`config.mk`:
```
export PLATFORM = sky130hd
export DESIGN_NAME = comp_bl_sched
export DESIGN_NICKNAME = d
export VERILOG_FILES = /design/src/rtl/comp_bl_sched.sv
export SDC_FILE = /design/constraint.sdc
export NUM_CORES = 1
export LEC_CHECK = 0
export CELL_PAD_IN_SITES_DETAIL_PLACEMENT = 0
export CELL_PAD_IN_SITES_GLOBAL_PLACEMENT = 1
export CORE_ASPECT_RATIO = 1.4
export CORE_UTILIZATION = 30
export CTS_CLUSTER_DIAMETER = 30
export CTS_CLUSTER_SIZE = 12
export DETAILED_ROUTE_END_ITERATION = 6
export PLACE_DENSITY = 0.71
export REMOVE_ABC_BUFFERS = 1
export SETUP_SLACK_MARGIN = 0.5
export SLEW_MARGIN = 20
export SYNTH_ARGS = -nofsm -noshare
export SYNTH_HDL_FRONTEND = slang
export SYNTH_SLANG_ARGS = --single-unit
```
`constraint.sdc`:
```
create_clock -name clk -period 2.4 [get_ports clk]
set_input_delay 0.48 -clock clk [delete_from_list [all_inputs] [get_ports clk]]
set_output_delay 0.48 -clock clk [all_outputs]
set_load 0.02 [all_outputs]
```
`src/rtl/comp_bl_sched.sv`:
```
// Baseline read scheduler for the double-buffered component-tracker vector accumulators.
// Optional `COMP_SCHED_STATS_EN adds tri_count / resync_count statistics outputs.
module comp_bl_sched #(
    parameter int N_ANTS              = 32,
    parameter int SERIAL_ACC_LEN_BITS = 7,
    parameter int READ_LATENCY        = 2
) (
    input  logic                        clk,
    input  logic                        rst_n,
    input  logic                        sync,
    output logic                        rd_en,
    output logic [$clog2(N_ANTS)-1:0]   ant_a,
    output logic [$clog2(N_ANTS)-1:0]   ant_b,
    output logic                        buf_sel,
    output logic                        rd_vld,
    output logic                        last_triangle,
    output logic                        buf_sel_out,
`ifdef COMP_SCHED_STATS_EN
    output logic [31:0]                 tri_count,
    output logic [15:0]                 resync_count,
`endif
    output logic                        resync_err
);

    // state | meaning
    // IDLE  | no schedule running, waiting for the first sync
    // ISSUE | issuing one baseline read per cycle, taps 0..N_TAPS-1
    // GAP   | remainder of the window, no reads

    localparam int ANT_BITS = $clog2(N_ANTS);
    localparam int N_TAPS   = N_ANTS / 2 + 1;

    localparam logic [ANT_BITS-1:0]            ANT_LAST = ANT_BITS'(N_ANTS - 1);
    localparam logic [ANT_BITS-1:0]            TAP_LAST = ANT_BITS'(N_TAPS - 1);
    localparam logic [SERIAL_ACC_LEN_BITS-1:0] WIN_LAST = '1;

    typedef enum logic [1:0] {
        IDLE  = 2'd0,
        ISSUE = 2'd1,
        GAP   = 2'd2
    } state_t;

    state_t                        state_q, state_d;
    logic [SERIAL_ACC_LEN_BITS-1:0] win_q, win_d;
    logic [ANT_BITS-1:0]           ant_q, ant_d;
    logic [ANT_BITS-1:0]           tap_q, tap_d;
    logic [ANT_BITS-1:0]           ant_b_q, ant_b_d;
    logic                          rd_en_q, rd_en_d;
    logic                          buf_sel_q, buf_sel_d;
    logic                          resync_err_q, resync_err_d;
    logic [READ_LATENCY-1:0]       vld_pipe_q, vld_pipe_d;
    logic [READ_LATENCY-1:0]       lt_pipe_q, lt_pipe_d;
    logic [READ_LATENCY-1:0]       bs_pipe_q, bs_pipe_d;
`ifdef COMP_SCHED_STATS_EN
    logic [31:0]                   tri_count_q, tri_count_d;
    logic [15:0]                   resync_count_q, resync_count_d;
`endif

    logic win_last;
    logic resync_hit;
    logic last_tri_int;

    assign win_last     = (win_q == WIN_LAST);
    assign resync_hit   = sync && (state_q != IDLE) && !win_last;
    assign last_tri_int = (state_q != IDLE) && (ant_q == ANT_LAST);

    always_comb begin
        state_d      = state_q;
        win_d        = win_q;
        ant_d        = ant_q;
        tap_d        = tap_q;
        buf_sel_d    = buf_sel_q;
        resync_err_d = resync_err_q | resync_hit;

        // sync overrides every counter update and restarts at window 0, tap 0
        if (sync) begin
            state_d   = ISSUE;
            win_d     = '0;
            ant_d     = '0;
            tap_d     = '0;
            buf_sel_d = 1'b0;
        end else begin
            case (state_q)
                IDLE: ;
                ISSUE: begin
                    if (tap_q == TAP_LAST) begin
                        tap_d   = '0;
                        state_d = win_last ? ISSUE : GAP;
                    end else begin
                        tap_d = tap_q + 1'b1;
                    end
                end
                GAP: begin
                    if (win_last) begin
                        state_d = ISSUE;
                    end
                end
                default: state_d = IDLE;
            endcase

            if (state_q != IDLE) begin
                win_d = win_q + 1'b1;
                if (win_last) begin
                    ant_d = ant_q + 1'b1;
                    if (ant_q == ANT_LAST) begin
                        buf_sel_d = ~buf_sel_q;
                    end
                end
            end
        end

        rd_en_d = (state_d == ISSUE);
        ant_b_d = ant_d - tap_d;

        // delay lines: the cast drops the oldest stage
        vld_pipe_d = READ_LATENCY'({vld_pipe_q, rd_en_q});
        lt_pipe_d  = READ_LATENCY'({lt_pipe_q, last_tri_int});
        bs_pipe_d  = READ_LATENCY'({bs_pipe_q, buf_sel_q});
    end

`ifdef COMP_SCHED_STATS_EN
    always_comb begin
        tri_count_d    = tri_count_q;
        resync_count_d = resync_count_q;
        if (sync) begin
            tri_count_d = '0;
        end else if (buf_sel_d != buf_sel_q) begin
            tri_count_d = tri_count_q + 32'd1;
        end
        if (resync_hit && (resync_count_q != 16'hFFFF)) begin
            resync_count_d = resync_count_q + 16'd1;
        end
    end
`endif

    always_ff @(posedge clk) begin
        if (!rst_n) begin
            state_q        <= IDLE;
            win_q          <= '0;
            ant_q          <= '0;
            tap_q          <= '0;
            ant_b_q        <= '0;
            rd_en_q        <= 1'b0;
            buf_sel_q      <= 1'b0;
            resync_err_q   <= 1'b0;
            vld_pipe_q     <= '0;
            lt_pipe_q      <= '0;
            bs_pipe_q      <= '0;
`ifdef COMP_SCHED_STATS_EN
            tri_count_q    <= '0;
            resync_count_q <= '0;
`endif
        end else begin
            state_q        <= state_d;
            win_q          <= win_d;
            ant_q          <= ant_d;
            tap_q          <= tap_d;
            ant_b_q        <= ant_b_d;
            rd_en_q        <= rd_en_d;
            buf_sel_q      <= buf_sel_d;
            resync_err_q   <= resync_err_d;
            vld_pipe_q     <= vld_pipe_d;
            lt_pipe_q      <= lt_pipe_d;
            bs_pipe_q      <= bs_pipe_d;
`ifdef COMP_SCHED_STATS_EN
            tri_count_q    <= tri_count_d;
            resync_count_q <= resync_count_d;
`endif
        end
    end

    assign rd_en         = rd_en_q;
    assign ant_a         = ant_q;
    assign ant_b         = ant_b_q;
    assign buf_sel       = buf_sel_q;
    assign resync_err    = resync_err_q;
    assign rd_vld        = vld_pipe_q[READ_LATENCY-1];
    assign last_triangle = lt_pipe_q[READ_LATENCY-1];
    assign buf_sel_out   = bs_pipe_q[READ_LATENCY-1];
`ifdef COMP_SCHED_STATS_EN
    assign tri_count     = tri_count_q;
    assign resync_count  = resync_count_q;
`endif

endmodule

```
After elaboration in Yosys (flattened, before gate mapping)
Index checks and enable logic that the tools add are counted.
{"block": "word_totals", "elab_cells": 43, "regBits": 33, "out_inout_bits": 16, "inputBits": 3}
{"block": "classes", "n_eq_ne": 6, "n_bitwise": 3, "n_mux": 11, "reduce_logical": 8, "addsub": 4}
{"operator": "two-way mux 5 bit", "n": 6}
{"operator": "adder 5 x 1 -> 5 bit (second input constant)", "n": 2}
{"operator": "== test 5 bit (second input constant)", "n": 2}
{"operator": "two-way mux 2 bit", "n": 4}
{"operator": "adder 7 x 1 -> 7 bit (second input constant)", "n": 1}
{"operator": "== test 7 bit (second input constant)", "n": 1}
{"operator": "one-hot mux 2 bit (3 select lines)", "n": 1}
{"operator": "subtractor 5 bit", "n": 1}
{"operator": "== test 2 x 1 -> 1 bit (second input constant)", "n": 2}
{"operator": "logical AND 1 bit", "n": 3}
{"operator": "AND reduction 3 bit", "n": 1}
{"operator": "== test 2 bit (second input constant)", "n": 1}
{"operator": "logical NOT 2 bit", "n": 1}
{"operator": "inverter 1 bit", "n": 2}
{"operator": "nonzero test 2 bit", "n": 1}
{"operator": "OR reduction 2 bit", "n": 1}
{"operator": "logical NOT 1 bit", "n": 1}
{"operator": "OR 1 bit", "n": 1}

Longest topological paths before layout
Gate-level depths: netlist of run 1.
{"block": "depth", "depth_word": 6, "mapped_depth": 13, "mapped_depth_nobuf": 13}

Worst setup path before layout of run 1
No wires, ideal clock.
{"block": "synth_path", "path_type": "register to register", "from": "register win_q[0]", "to": "register ant_b_q[4], in the netlist ant_b[4]", "setup_time_ns": 0.101, "path_stages_with_launch": 12, "slack_ns": -0.128, "arrival_time_ns": 2.427, "path_cell_list": "dfxtp_1 > ha_1 > o211ai_1 > nor2_1 > xnor2_1 > or2_2 > ha_1 > fa_1 > nor2b_1 > o21a_1 > o21ai_0 > o41ai_1"}
{"block": "synth_between", "elab_chain_cells": 5}
{"item": "from (decl)", "line": "44", "text": "logic [SERIAL_ACC_LEN_BITS-1:0] win_q, win_d;"}
{"item": "from (signal assigned)", "line": "155", "text": "win_q <= win_d;"}
{"item": "== test 7 bit", "line": "63", "text": "assign win_last = (win_q == WIN_LAST);"}
{"item": "two-way mux 5 bit", "line": "103", "text": "if (win_last) begin"}
{"item": "two-way mux 5 bit", "line": "101", "text": "if (state_q != IDLE) begin"}
{"item": "two-way mux 5 bit", "line": "76", "text": "if (sync) begin"}
{"item": "subtractor 5 bit", "line": "113", "text": "ant_b_d = ant_d - tap_d;"}
{"item": "to (signal assigned)", "line": "158", "text": "ant_b_q <= ant_b_d;"}
{"item": "to (decl)", "line": "47", "text": "logic [ANT_BITS-1:0] ant_b_q, ant_b_d;"}
Every way passes these cells.
A chain may end at the register's enable or synchronous reset.

Worst setup path after layout of run 1
{"block": "layout_path", "from": "register state_q[0]", "to": "register ant_b_q[4], in the netlist ant_b[4]"}
{"block": "layout_between", "elab_chain_cells": 4}
{"item": "from (decl)", "line": "43", "text": "state_t state_q, state_d;"}
{"item": "from (signal assigned)", "line": "154", "text": "state_q <= state_d;"}
{"item": "== test 2 x 1 -> 1 bit / nonzero test 2 bit (equally long branches)", "line": "83, 101"}
{"item": "two-way mux 5 bit (on tied branches)", "line": "83, 101"}
{"item": "two-way mux 5 bit", "line": "76"}
{"item": "subtractor 5 bit *", "line": "113"}
Every way passes the cells marked *; elsewhere a longest branch is shown, timed or not.

==> flow_metrics.tcl, run 1 <==
set metrics [dict create \
    status "complete, no violations" \
    firstDrtPassIters 2 \
    hold_class "register to register" \
    power_density_mw_per_mm2 498.6 \
    yosysWarnings 0 \
    setup.worst_path.class "register to register" \
    syn_area_mm2 0.001479 \
    crit_arrival_ns 2.57 \
    place_worst_setup_slack_ns -0.2554 \
    cts_max_level 2 \
    setup_violations 0 \
    cts_made_buffers 5 \
    ios 19 \
    endpoint_kind "register" \
    yosysMostFrequentCell "dfxtp_1" \
    antenna_found_initial 0 \
    numClockSinks 33 \
    drive_above_1_share_pct 30.19 \
    die_x_um 61.34 \
    final_nets 224 \
    ys_seq_area_share_pct 44.67 \
    maxSlewHeadroom_pct 70.09 \
    muxShareOfSynthArea_pct 2.030 \
    place_congestion 0.7326 \
    crit_path_max_fanout 6 \
    worstHoldStart "lt_pipe_q[0]" \
    cts_hold_buf 0 \
    gr-total-overflow 0 \
    cts.clk_slew.worst_paths_ns 0.07 \
    synth.area.top_cells "dfxtp_1 (45%), ha_1 (7.6%), nor2_1 (5.6%)" \
    portBuffers 18 \
    finalCriticalPeriod_ns 2.376 \
    tightest_slew_ns 0.4481 \
    startpoint "state_q[0]" \
    total_leakage_power_nw 0.8459 \
    maxSlewViolCount 0 \
    hold_viol 0 \
    area_growth_pct 45.09 \
    die_y_um 85.08 \
    maxCapViolations 0 \
    synth.distinct_cells 39 \
    instances_no_fill 274 \
    postLayoutSetupSlackWorst_ns 0.02428 \
    cts-root-buf "clkbuf_8" \
    drtIter0Drc 15 \
    via_per_inst 4.635 \
    ys_seq_elements 33 \
    grt_pass1_wl_um 5934 \
    syn_avg_cell_area_um2 9.186 \
    synth-edff-count 0 \
    fin_crit_sh_pct 98.99 \
    wl_um 3552 \
    drc 0 \
    yosysTopAreaCell "dfxtp_1" \
    placed_area_mm2 0.001901 \
    grt_usage_pct 15.62 \
    r2r_slack_ns 0.02 \
    antenna_cells 0 \
    synth_top_area_share_pct 44.67 \
    synth-compound-area-share_pct 9.814 \
    dp.cells 261 \
    synth_commonest_cells "dfxtp_1 (33), nor2_1 (22), nand2_1 (10)" \
    dominantRegCellSynth "dfxtp_1" \
    vias 1270 \
    r2r_start "state_q[0]" \
    async_flop_share_pct 0 \
    yosys.area_share.adder_pct 8.968 \
    rows 29 \
    critPathLaunchType "register" \
    insertion_delay_ns 0.29 \
    synthCells 161 \
    dieArea_mm2 0.005219 \
    grt_max_degree 14 \
    cts_tree "done" \
    rsz0062_at_grt "true" \
    fmax_mhz 420.9 \
    wire_per_inst_um 12.96 \
    grt_pass1_vias 1352 \
    synth_top_family_by_area "simple AND/OR/NAND/NOR gates" \
    coreArea_mm2 0.004644 \
    post-route-util_pct 46.20 \
    dp_hpwl_um 2605 \
    start_util_pct 31.84 \
    synth-xor-area-share_pct 5.922 \
    ir_drop_mv 0.3508 \
    cts.path.max_buffers 2 \
    stdcell_area_mm2 0.002146 \
    clock_skew_ns 0.006424 \
    synthSimpleGateAreaFrac_pct 25.47 \
    crit_required_ns 2.60 \
    postRouteAntennaNets 0 \
]
## timing repair
action | in CTS | in global routing
pin swaps | 13 | 10
gates resized for setup | 14 | 15
setup buffers | 4 | 1
setup endpoints to repair | 4 | 4
## where the power goes
group          internal [mW]  leakage, nW  switching, mW  total (mW)
combinational         0.0502        0.532         0.0556       0.106
clock                  0.201       0.0450          0.200       0.400
sequential             0.559        0.269        0.00497       0.564
total                  0.810        0.846          0.260        1.07
## layer usage
metal	global-route usage, %	up-vias	routed length [um]
met3	4.726	7	95
met1	17.64	597	1520
met2	25.99	16	1841
met4	7.475	0	93
li1	-	650	-
met5	0	-	0
## critical path: stages, from the launching register on
cell     delay [ns]
dfxtp_1        0.35
buf_4          0.14
nor2b_1        0.20
nand2_1        0.10
a311o_1        0.32
a21o_1         0.18
ha_1           0.31
nor2b_4        0.14
o21a_1         0.19
nor3_2         0.19
o31ai_1        0.10
o41ai_2        0.06
## flip-flops by register name, summed over array words and instances (netlist names), 2 cells and up
signal	count
win_q	7
state_q	2
tap_q	5
vld_pipe_q	2
ant_a	5
bs_pipe_q	2
ant_b	5
lt_pipe_q	2
## cell families (layout without fill, tap and decap cells)
kind of cell,after synthesis,count (layout)
adders and majority gates,10,10
AOI/OAI and AO/OA,23,23
xor gates and xnor gates,10,10
and+or+nand+nor,70,70
buffers and inverters,12,63
DFF,33,33
muxes,3,3
## final cells by class
type                    instances  area (um^2)
clock buffers                   6        72.57
clock inverters                 2        10.01
fillers                       480         2499
inverters                       8        30.03
multi-input cells             116        890.9
flip-flops and latches         33        663.1
well taps                      62        77.57
repair buffers                 47        401.6
## per-stage QoR
stage	power, mW	TNS [ns]	hold WS [ns]
6_report	1.070	0	0.4419
5_1_grt	1.112	-0.09529	0.4599
4_1_cts	1.070	-0.1350	0.4469
3_5_place_dp	0.6677	-0.2817	0.4316
3_3_place_gp	0.6652	-0.1439	0.4170
2_1_floorplan	0.6206	-0.1283	0.4118
## worst paths after layout
check,endpoint,cells past startpoint
max,ant_b[4],11
min,lt_pipe_q[1],1
max reg2reg,ant_b[4],11
min reg2reg,lt_pipe_q[1],1
## placed cells by master (no fill, tap or decap), drive strengths merged
cell / instances
dfxtp: 33
buf: 29
nor2: 22
clkdlybuf4s50: 18
nand2: 10
a21oi: 9
ha: 9
inv: 8
nor3: 7
xor2: 6
clkbuf: 6
and2: 5
nor2b: 5
or2: 5
xnor2: 4
nand4: 4
o21ai: 4
mux2i: 3
or3: 3
nand2b: 2
and3: 2
a21o: 2
clkinv: 2
o211ai: 1
nor4bb: 1
and4: 1
a311o: 1
nor3b: 1
nand4bb: 1
nand4b: 1
a211oi: 1
o211a: 1
o21a: 1
o31ai: 1
o41ai: 1
a31oi: 1
fa: 1
Power figures use the tool's default switching activity.
==> run 2, diff against run 1 <==
Settings changed: ABC_AREA set to 1, ABC_CLOCK_PERIOD_IN_PS set to 2400, PLACE_DENSITY 0.71 to 0.73.
==> run 2 against run 1 <==
Effect of this change:
- hold slack got worse by 0.030 ns
- wire length shrank 3.9%
- fmax decreased by 0.22%
- sequential power is 0.9% higher
- final cell count grew 16%
- global-route usage down 1.9 points
- clock skew up 0.0016 ns
- combinational power is 24% higher
- flip-flop and latch count unchanged
- die area up 3.0%
- highest routed layer unchanged
==> flow_metrics.tcl, run 2 <==
set metrics [dict create \
    cts_hold_buf 0 \
    maxSlewViolCount 0 \
    critPathLaunchType "register" \
    total_leakage_power_nw 0.9791 \
    yosysMostFrequentCell "nor2_1" \
    synth_top_area_share_pct 43.35 \
    cpPeakStageDelay_ns 0.35 \
    drive_above_1_share_pct 26.27 \
    final_nets 267 \
    top_register "win_q" \
    die_x_um 62.24 \
    status "complete, no violations" \
    largest_register_ffs 7 \
    grt_pass1_vias 1258 \
    coreArea_mm2 0.004880 \
    n_fill_cell 512 \
    synth.area.top_cells "dfxtp_1 (43%), nor2_1 (9.1%), ha_1 (7.4%)" \
    drtIter0Drc 24 \
    drc 0 \
    finalCriticalPeriod_ns 2.381 \
    cts_max_level 2 \
    area_growth_pct 44.83 \
    vias 1343 \
    ys_seq_elements 33 \
    portBuffers 18 \
    maxSlewHeadroom_pct 77.71 \
    hold_class "register to register" \
    ys_seq_area_share_pct 43.35 \
    fmax_mhz 420.0 \
    power_density_mw_per_mm2 526.4 \
    synth-edff-count 0 \
    rsz0062_at_grt "true" \
    crit_buf_inv 1 \
    wl_um 3413 \
    start_util_pct 31.23 \
    cts_made_buffers 5 \
    endpoint_kind "register" \
    post-route-util_pct 45.23 \
    path_cells "ha_4, nand3_4, nor2_4, nand2_4, clkinv_4, nor2_2, or3_4, ha_4, fa_2, nand3b_1, nand2_1, nand4_1, nand2_1, nand2_1, nand2_1, nor2_1" \
    crit_required_ns 2.58 \
    cp_slowest_cell "dfxtp_2" \
    dieArea_mm2 0.005373 \
    setup.worst_path.class "register to register" \
    cp_top_family "simple AND/OR/NAND/NOR gates" \
    antenna_found_initial 0 \
    synth_commonest_cells "nor2_1 (37), dfxtp_1 (33), inv_1 (30)" \
    async_flop_share_pct 0 \
    hold_viol 0 \
    antenna_cells 0 \
    layout_commonest_cell "nor2_1" \
    synthCells 198 \
    synth.distinct_cells 31 \
    crit_path_max_fanout 4 \
    ios 19 \
    grt_max_degree 17 \
    grt_pass1_wl_um 5589 \
    wire_per_inst_um 10.70 \
    yosysWarnings 0 \
    cts.clk_slew.worst_paths_ns 0.07 \
    cp_common_cell "nand2_1" \
    via_per_inst 4.210 \
    rows 30 \
    tightest_slew_ns 0.3340 \
    syn_avg_cell_area_um2 7.697 \
    grt_usage_pct 13.75 \
    place_congestion 0.8173 \
    clock_skew_ns 0.008036 \
    dominantRegCellSynth "dfxtp_1" \
    cts.path.max_buffers 2 \
    setup_violations 0 \
    crit_arrival_ns 2.56 \
    syn_area_mm2 0.001524 \
    timing.hold.ws_ns 0.4118 \
    firstDrtPassIters 6 \
    ir_drop_mv 0.2747 \
    postRouteAntennaNets 0 \
    maxCapViolations 0 \
    fin_crit_sh_pct 99.21 \
    insertion_delay_ns 0.28 \
    dp_hpwl_um 2484 \
    cts_tree "done" \
    gr-total-overflow 0 \
    die_y_um 86.33 \
    yosysTopAreaCell "dfxtp_1" \
    final_cell_mix "nor2_1 (35), buf_4 (32), dfxtp_1 (31)" \
    cts-root-buf "clkbuf_8" \
    numClockSinks 33 \
]
[run 2: changes by cell type in the layout (fill, tap and decap cells not counted), moves of 4 or more]
cell / change
a21oi_1: +4
and2_1: -5
buf_4: +4
inv_1: +22
nand2_1: +18
nand3_1: +7
nor2_1: +15
nor2b_1: -4
o21ai_0: +5
xnor2_1: -4
xor2_1: -4
[run 2: report_power, final]
group          switching [mW]  internal, mW  total [mW]
clock                   0.202         0.259       0.462
combinational          0.0672        0.0642       0.131
sequential            0.00704         0.562       0.569
[run 2: worst paths after layout]
check / startpoint / endpoint / slack [ns] / depth (start not counted)
max: win_q[0] / ant_b[4] / 0.02 / 16
min: bs_pipe_q[0] / bs_pipe_q[1] / 0.41 / 2
max reg2reg: win_q[0] / ant_b[4] / 0.02 / 16
min reg2reg: bs_pipe_q[0] / bs_pipe_q[1] / 0.41 / 2
[run 2: timing repair]
item	CTS	global route
setup endpoints to repair	4	4
cloned	0	0
hold endpoints to repair	0	0
setup buffers	3	5
gates resized for setup	11	7
pin swaps	5	8
[run 2: cell type report]
class / instances / area, um^2 / share of cell area, %
multi-input combinational: 129 / 790.8 / 35.83
sequential: 33 / 663.1 / 30.05
inverter: 33 / 128.9 / 5.839
clock buffer: 7 / 96.34 / 4.365
tap: 64 / 80.08 / 3.628
clock inverter: 1 / 5.005 / 0.2268
timing repair buffer: 52 / 442.9 / 20.07
[run 2: stage by stage]
step | setup WS [ns] | setup TNS, ns | power, mW | instance area, um^2 | std cells
detailed placement | -0.2885 | -0.5193 | 0.6958 | 1967 | 303
floorplan | -0.08999 | -0.08999 | 0.6399 | 1511 | 195
global route | -0.1390 | -0.1924 | 1.220 | 2207 | 319
CTS | -0.001412 | -0.001412 | 1.175 | 2138 | 314
finish | 0.01902 | 0 | 1.162 | 2207 | 319
global placement | -0.2279 | -0.3845 | 0.6957 | 1967 | 303
[run 2: logic make-up after synthesis]
logic type | Yosys count | synth area share [%]
AND/OR/NAND/NOR | 93 | 28.65
buffers and inverters | 36 | 9.030
flip-flops | 33 | 43.35
AO/OA/AOI/OAI | 23 | 8.539
adder cells (fa/ha/maj) | 10 | 8.703
XOR/XNOR | 3 | 1.724
[run 2: metal layers]
layer	global-route usage [%]	part of all wire, %	vias to the layer above
met5	0	0	-
met4	6.977	2.9	0
met3	3.816	2.9	8
met2	24.48	52	19
met1	14.91	42	578
li1	-	-	738
[run 2: worst register-to-register path, cell delays in order (launching register included)]
cell      delay [ns]
dfxtp_2         0.35
ha_4            0.15
nand3_4         0.07
nor2_4          0.12
nand2_4         0.08
clkinv_4        0.05
nor2_2          0.03
or3_4           0.35
ha_4            0.18
fa_2            0.33
nand3b_1        0.16
nand2_1         0.08
nand4_1         0.09
nand2_1         0.08
nand2_1         0.05
nand2_1         0.06
nor2_1          0.04
==> run 3, diff against run 2 <==
Settings changed: HOLD_SLACK_MARGIN set to 0.03.
==> results of run 3 <==
Final layout, timing and power as in run 2 (identical DEF).
